**config.mk**
```make
export PLATFORM = sky130hd
export DESIGN_NAME = window_accumulator_flat
export DESIGN_NICKNAME = d
export VERILOG_FILES = /design/src/rtl/window_accumulator_if.sv /design/src/rtl/window_accumulator.sv /design/src/flat_wrapper.sv
export SDC_FILE = /design/constraint.sdc
export NUM_CORES = 1
export LEC_CHECK = 0
export ABC_AREA = 1
export ABC_CLOCK_PERIOD_IN_PS = 2000
export CORE_ASPECT_RATIO = 2
export CORE_UTILIZATION = 50
export DETAILED_ROUTE_END_ITERATION = 8
export PLACE_DENSITY = 0.71
export SETUP_SLACK_MARGIN = 0.15
export SLEW_MARGIN = 20
export SYNTH_ARGS = -nofsm -noshare
export SYNTH_HDL_FRONTEND = slang
export SYNTH_SLANG_ARGS = --single-unit
```
**constraint.sdc**
```tcl
create_clock -name clk -period 2 [get_ports clk]
set_input_delay 0.2 -clock clk [delete_from_list [all_inputs] [get_ports clk]]
set_output_delay 0.2 -clock clk [all_outputs]
set_load 0.02 [all_outputs]
```
**src/rtl/window_accumulator_if.sv**
```systemverilog
// Handshake/data bundle for window_accumulator: sample stream in, window result out.
interface window_accumulator_if #(
  parameter int WIDTH     = 8,
  parameter int ACC_WIDTH = 12
);
  logic                 start;
  logic                 cont;
  logic                 en;
  logic [WIDTH-1:0]     din;
  logic [ACC_WIDTH-1:0] sum;
  logic                 done;
  logic                 sat;
  logic                 busy;

  modport master (output start, cont, en, din, input sum, done, sat, busy);
  modport slave  (input start, cont, en, din, output sum, done, sat, busy);
endinterface

```
**src/rtl/window_accumulator.sv**
```systemverilog
// Signed windowed accumulator: sums NSAMP en-qualified samples and strobes done with the sum.
// Optional clamping of the running sum is built when WINDOW_ACC_SAT_EN is defined.
module window_accumulator #(
  parameter int WIDTH     = 8,
  parameter int ACC_WIDTH = 12,
  parameter int NSAMP     = 16
) (
  input logic              clk,
  input logic              rstb,
  window_accumulator_if.slave bus
);
  localparam int CNT_W = $clog2(NSAMP);
  localparam int MSB   = ACC_WIDTH - 1;
  localparam logic [CNT_W-1:0] CNT_LAST = CNT_W'(NSAMP - 1);

  typedef enum logic {IDLE, ACC} state_t;

  state_t               state_reg;
  logic [ACC_WIDTH-1:0] acc_reg;
  logic [ACC_WIDTH-1:0] sum_reg;
  logic [CNT_W-1:0]     cnt_reg;
  logic                 done_reg;
  logic [ACC_WIDTH-1:0] din_ext;
  logic [ACC_WIDTH-1:0] add_raw;
  logic [ACC_WIDTH-1:0] add_res;
  logic                 accept;
  logic                 complete;

  genvar gi;
  generate
    for (gi = 0; gi < ACC_WIDTH; gi++) begin : g_sext
      if (gi < WIDTH) begin : g_bit
        assign din_ext[gi] = bus.din[gi];
      end else begin : g_sign
        assign din_ext[gi] = bus.din[WIDTH-1];
      end
    end
  endgenerate

  assign accept   = (state_reg == ACC) && bus.en;
  assign complete = accept && (cnt_reg == CNT_LAST);
  assign add_raw  = acc_reg + din_ext;

`ifdef WINDOW_ACC_SAT_EN
  localparam logic [ACC_WIDTH-1:0] ACC_MAX = {1'b0, {(ACC_WIDTH-1){1'b1}}};
  localparam logic [ACC_WIDTH-1:0] ACC_MIN = {1'b1, {(ACC_WIDTH-1){1'b0}}};

  logic satw_reg;
  logic sat_reg;
  logic ovf;
  logic win_sat;

  // Overflow only when both operands share a sign and the result flips it.
  assign ovf     = (acc_reg[MSB] == din_ext[MSB]) && (add_raw[MSB] != acc_reg[MSB]);
  assign add_res = ovf ? (acc_reg[MSB] ? ACC_MIN : ACC_MAX) : add_raw;
  assign win_sat = satw_reg | ovf;

  always_ff @(posedge clk or negedge rstb) begin
    if (!rstb) begin
      satw_reg <= 1'b0;
      sat_reg  <= 1'b0;
    end else begin
      if (complete)
        sat_reg <= win_sat;
      if (complete || bus.start)
        satw_reg <= 1'b0;
      else if (accept)
        satw_reg <= win_sat;
    end
  end

  assign bus.sat = sat_reg;
`else
  assign add_res = add_raw;
  assign bus.sat = 1'b0;
`endif

  // Completion outranks start so a coincident start still publishes the window.
  always_ff @(posedge clk or negedge rstb) begin
    if (!rstb) begin
      state_reg <= IDLE;
      acc_reg   <= '0;
      cnt_reg   <= '0;
      sum_reg   <= '0;
      done_reg  <= 1'b0;
    end else begin
      done_reg <= 1'b0;
      if (complete) begin
        sum_reg   <= add_res;
        done_reg  <= 1'b1;
        acc_reg   <= '0;
        cnt_reg   <= '0;
        state_reg <= (bus.cont || bus.start) ? ACC : IDLE;
      end else if (bus.start) begin
        state_reg <= ACC;
        acc_reg   <= '0;
        cnt_reg   <= '0;
      end else if (accept) begin
        acc_reg <= add_res;
        cnt_reg <= cnt_reg + CNT_W'(1);
      end
    end
  end

  assign bus.sum  = sum_reg;
  assign bus.done = done_reg;
  assign bus.busy = (state_reg == ACC);
endmodule

```
**src/flat_wrapper.sv**
```systemverilog
// flat-port wrapper written by rule: the top's interface ports become plain ports
module window_accumulator_flat 
#(
  parameter int WIDTH     = 8,
  parameter int ACC_WIDTH = 12,
  parameter int NSAMP     = 16
)
  (clk, rstb, bus_start, bus_cont, bus_en, bus_din, bus_sum, bus_done, bus_sat, bus_busy);
  window_accumulator_if #(.WIDTH(WIDTH), .ACC_WIDTH(ACC_WIDTH)) bus_i ();
  input logic clk;
  input logic rstb;
  input wire logic [$bits(bus_i.start)-1:0] bus_start;
  input wire logic [$bits(bus_i.cont)-1:0] bus_cont;
  input wire logic [$bits(bus_i.en)-1:0] bus_en;
  input wire logic [$bits(bus_i.din)-1:0] bus_din;
  output wire logic [$bits(bus_i.sum)-1:0] bus_sum;
  output wire logic [$bits(bus_i.done)-1:0] bus_done;
  output wire logic [$bits(bus_i.sat)-1:0] bus_sat;
  output wire logic [$bits(bus_i.busy)-1:0] bus_busy;
  assign bus_i.start = bus_start;
  assign bus_i.cont = bus_cont;
  assign bus_i.en = bus_en;
  assign bus_i.din = bus_din;
  assign bus_sum = bus_i.sum;
  assign bus_done = bus_i.done;
  assign bus_sat = bus_i.sat;
  assign bus_busy = bus_i.busy;
  window_accumulator #(.WIDTH(WIDTH), .ACC_WIDTH(ACC_WIDTH), .NSAMP(NSAMP)) u_core (.clk(clk), .rstb(rstb), .bus(bus_i));
endmodule
```
* Yosys cells after proc, flatten, opt, wreduce, memory -nomap -nowiden
Index checks and enable logic that the tools add are counted.
** Cells by class
- Mux-type cells :: 10
- $add $sub $neg :: 2
- Equal/unequal tests :: 1
- Reduce and logical (&&, ||, !) cells :: 5
** Operators by type and width (count)
- 12-bit two-way mux :: 3
- 12-bit adder :: 1
- 4-bit two-way mux :: 3
- 4-bit by 1-bit adder with 4-bit output (second input constant) :: 1
- 4-bit == test (second input constant) :: 1
- 1-bit two-way mux :: 4
- 3-bit nonzero test :: 1
- 1-bit logical AND :: 2
- 2-bit nonzero test :: 1
- 1-bit logical OR :: 1
** Word-level totals
- Input port bits :: 13
- Flip-flop bits (word level) :: 30

* Depth between registers and ports, before layout
- Word-level depth :: 4
- Depth in mapped cells :: 10
- Depth with buffers taken out :: 10

* Worst setup path after synthesis
Ideal clock, no wire load.
- Path type :: register to register
- Start :: register u_core.acc_reg[0]
- End :: register u_core.acc_reg[6]
- Path slack :: 444 ps
- Buffers on the path :: 0
- Clock period less this slack :: 1556 ps
- Library setup time :: 117 ps
- Required time :: 1883 ps
- Cell stages (with the launch flop) :: 10
- Arrival time :: 1439 ps
- Cell sequence :: dfrtp_1 ha_1 inv_1 fa_1 nor2_2 nor2_2 o21ai_2 nand2_1 nand3_1 nand2_1
** On the way
- Longest elaborated chain between the ends :: 4
** Ends and longest elaborated chain
- from (decl) :: RTL line window_accumulator.sv:19 : logic [ACC_WIDTH-1:0] acc_reg;
- from (signal assigned) :: RTL line window_accumulator.sv:99 : acc_reg <= add_res;
- 12-bit adder :: RTL line window_accumulator.sv:42 : assign add_raw = acc_reg + din_ext;
- 12-bit two-way mux :: RTL line window_accumulator.sv:98 : end else if (accept) begin
- 12-bit two-way mux :: RTL line window_accumulator.sv:94 : end else if (bus.start) begin
- 12-bit two-way mux :: RTL line window_accumulator.sv:88 : if (complete) begin
Every way passes these cells. The select of a mux whose other input is x is not followed.
A chain may end at the register's enable or synchronous reset.

* Worst setup path after layout
- Start :: input bus_din[0]
- End :: register u_core.sum_reg[8] (netlist: u_core.bus.sum[8])
** On the way
- Longest elaborated chain between the ends :: 1
** Ends and longest elaborated chain
- from (decl) :: RTL line flat_wrapper.sv:15 : input wire logic [$bits(bus_i.din)-1:0] bus_din;
- 12-bit adder :: RTL line window_accumulator.sv:42
- to (signal assigned) :: RTL line window_accumulator.sv:89 : sum_reg <= add_res;
- to (decl) :: RTL line window_accumulator.sv:20 : logic [ACC_WIDTH-1:0] sum_reg;
Every way passes these cells.

==> results.sh <==
export IMPL_root_buffer="clkbuf_8"
export IMPL_port_buffers=26
export IMPL_required_ns=2.18
export IMPL_fin_crit_sh=0.859
export IMPL_cts_setup_buffers=0
export IMPL_ys_warnings_count=0
export IMPL_ys_types=28
export IMPL_final_common_cell="nand2_1"
export IMPL_first_iter_violations=31
export IMPL_drc=0
export IMPL_crit_arrival_ns=1.90
export IMPL_n_fill_cell=320
export IMPL_status="completed"
export IMPL_max_freq_mhz=582
export IMPL_p_leak_uw=0.00119
export IMPL_path_clk_slew_ns=0.07
export IMPL_postSynthCellCount=238
export IMPL_antenna_cells=0
export IMPL_clk_path_buf_depth=2
export IMPL_highest_layer="met4"
export IMPL_rows=30
export IMPL_gr_total_overflow=0
export IMPL_wl_met3_um=112
export IMPL_powerDensity_mw_per_mm2=727
export IMPL_gp_congestion=0.946
export IMPL_fin_cells=320
export IMPL_r2r_cells=9
export IMPL_tritoncts="yes"
export IMPL_syn_num_nets=264
export IMPL_maxCapViolCount=0
export IMPL_slew_viol_final=0
export IMPL_routedWlPerCell_um=13.1
export IMPL_hpwlAfterDp_mm=3.24
export IMPL_ctsHoldBuffers=0
export IMPL_io_pins=28
export IMPL_cts_resized=0
export IMPL_place_area_mm2=0.00213
export IMPL_finalSetupViolations=0
export IMPL_startpoint_type="input port"
export IMPL_grt_pass1_vias=1606
export IMPL_vdd_ir_drop_max_mv=0.566
export IMPL_final_antenna_net_count=0
export IMPL_start_util=0.527
export IMPL_drt_met1_wl_mm=1.57
export IMPL_drive_gt1_frac=0.0882
export IMPL_p_total_uw=1620
export IMPL_hp_class="in2async"
export IMPL_grt_max_degree=31
export IMPL_cp_max_fo=3
export IMPL_antenna_found_initial=0
export IMPL_multi_input_area_um2=915
export IMPL_numCtsBuffers=5
export IMPL_end_kind="flop"
export IMPL_grt_pass1_wl_mm=7.00
export IMPL_wl_met2_mm=2.29
export IMPL_fp_dieH_um=86.9
export IMPL_timing_hold_violations_final=0
export IMPL_grt_total_usage=0.253
export IMPL_utilization=0.651
export IMPL_cts_max_level=2
export IMPL_fin_area_mm2=0.00222
export IMPL_totalWireLength_mm=4.20
export IMPL_die_area_mm2=0.00386
export IMPL_fin_crit_ns=1.72
export IMPL_cts_sinks=30
export IMPL_netlist_area_mm2=0.00180
export IMPL_layout_nets=297
export IMPL_worstSetupPathType="in2reg"
export IMPL_syn_area_per_cell_um2=7.57
export IMPL_via_per_inst=4.99
export IMPL_dpl_cell_count=312
export IMPL_final_seq_area_um2=751
export IMPL_die_x_um=44.4
export IMPL_area_growth_pct=23.5
export IMPL_mostFrequentLayoutCells="89 x nand2_1, 30 x dfrtp_1, 27 x inv_1"
export IMPL_synth_seq_cells=30
export IMPL_core_area_mm2=0.00342
export IMPL_drtPass1Iterations=4
export IMPL_rsz0062_at_grt="false"
export IMPL_ys_seq_area_frac=0.417
export IMPL_insertion_delay_ns=0.28
export IMPL_vias=1597
export IMPL_finalClockSkew_ns=0.00338
-- synth_stat cells --
cell type | instances | area [um^2]
o22ai_1 | 1 | 6.26
mux2i_1 | 1 | 10.0
nand2_2 | 2 | 12.5
nand2_1 | 89 | 334
or2_1 | 2 | 12.5
xnor2_1 | 3 | 26.3
xor2_1 | 2 | 17.5
fa_1 | 1 | 20.0
nand4_1 | 4 | 25.0
inv_1 | 27 | 101
nor4_1 | 1 | 6.26
conb_1 | 1 | 3.75
buf_2 | 3 | 15.0
o21ai_2 | 1 | 8.76
nor2_2 | 5 | 31.3
buf_4 | 1 | 7.51
inv_2 | 3 | 11.3
a22o_1 | 1 | 8.76
nand3_2 | 1 | 10.0
o21ai_0 | 8 | 40.0
and3_1 | 1 | 6.26
a21oi_1 | 6 | 30.0
ha_1 | 12 | 150
dfrtp_1 | 30 | 751
nand3_1 | 20 | 100
nand3b_1 | 2 | 15.0
nor2_1 | 8 | 30.0
o21ai_1 | 2 | 10.0
-- per-stage QoR --
stage | TNS, ns | hold WS, ns | setup WS, ns
2_1_floorplan | 0 | -0.0956 | 0.444
3_3_place_gp | 0 | 0.457 | 0.00918
3_5_place_dp | -0.0000357 | 0.465 | -0.0000357
4_1_cts | 0 | 0.324 | 0.293
5_1_grt | 0 | 0.356 | 0.157
6_report | 0 | 0.314 | 0.283
-- worst max-delay path: stages --
cell	delay, ns
clkdlybuf4s50_1	0.46
ha_1	0.16
inv_1	0.05
fa_1	0.43
nor2_2	0.16
o21ai_0	0.13
nand2_1	0.10
nand2_1	0.08
nand3_1	0.08
nand2_1	0.05
-- where the power goes --
part           internal, uW  switching [uW]
Clock                   276             236
Sequential              645            24.1
Combinational           165             270
Total                  1090             530
-- final timing paths --
check,from,endpoint,slack (ns)
setup / recovery,bus_din[0],u_core.bus.sum[8]$_DFFE_PN0P_,0.28
hold / removal,rstb,u_core.bus.sum[1]$_DFFE_PN0P_,0.31
setup reg to reg,u_core.acc_reg[0]$_DFFE_PN0P_,u_core.bus.sum[8]$_DFFE_PN0P_,0.30
hold reg to reg,u_core.bus.sum[2]$_DFFE_PN0P_,u_core.bus.sum[2]$_DFFE_PN0P_,0.48
max in group asynchronous,rstb,u_core.acc_reg[1]$_DFFE_PN0P_,1.40
min in group clk,u_core.bus.sum[2]$_DFFE_PN0P_,u_core.bus.sum[2]$_DFFE_PN0P_,0.48
-- routing by layer --
layer / vias to the layer above / GRT usage
met4: 0 / 0.165
met5: - / 0
met1: 716 / 0.251
li1: 822 / -
met2: 40 / 0.456
met3: 19 / 0.0415
-- cell type report --
type,instances,share of cell area
clock inverter,2,0.00563
tap,48,0.0270
clock buffer,6,0.0371
sequential,30,0.338
inverter,30,0.0506
multi-input combinational,174,0.411
timing repair buffer,30,0.131
-- kinds of logic after synthesis --
logic type | share of synthesized area
simple gates | 0.324
buf+inv | 0.0751
flops | 0.417
compound gates | 0.0577
fa+ha+maj | 0.0945
xor+xnor | 0.0243
other cells | 0.00208
mux | 0.00556
Power figures use the tool's default switching activity.
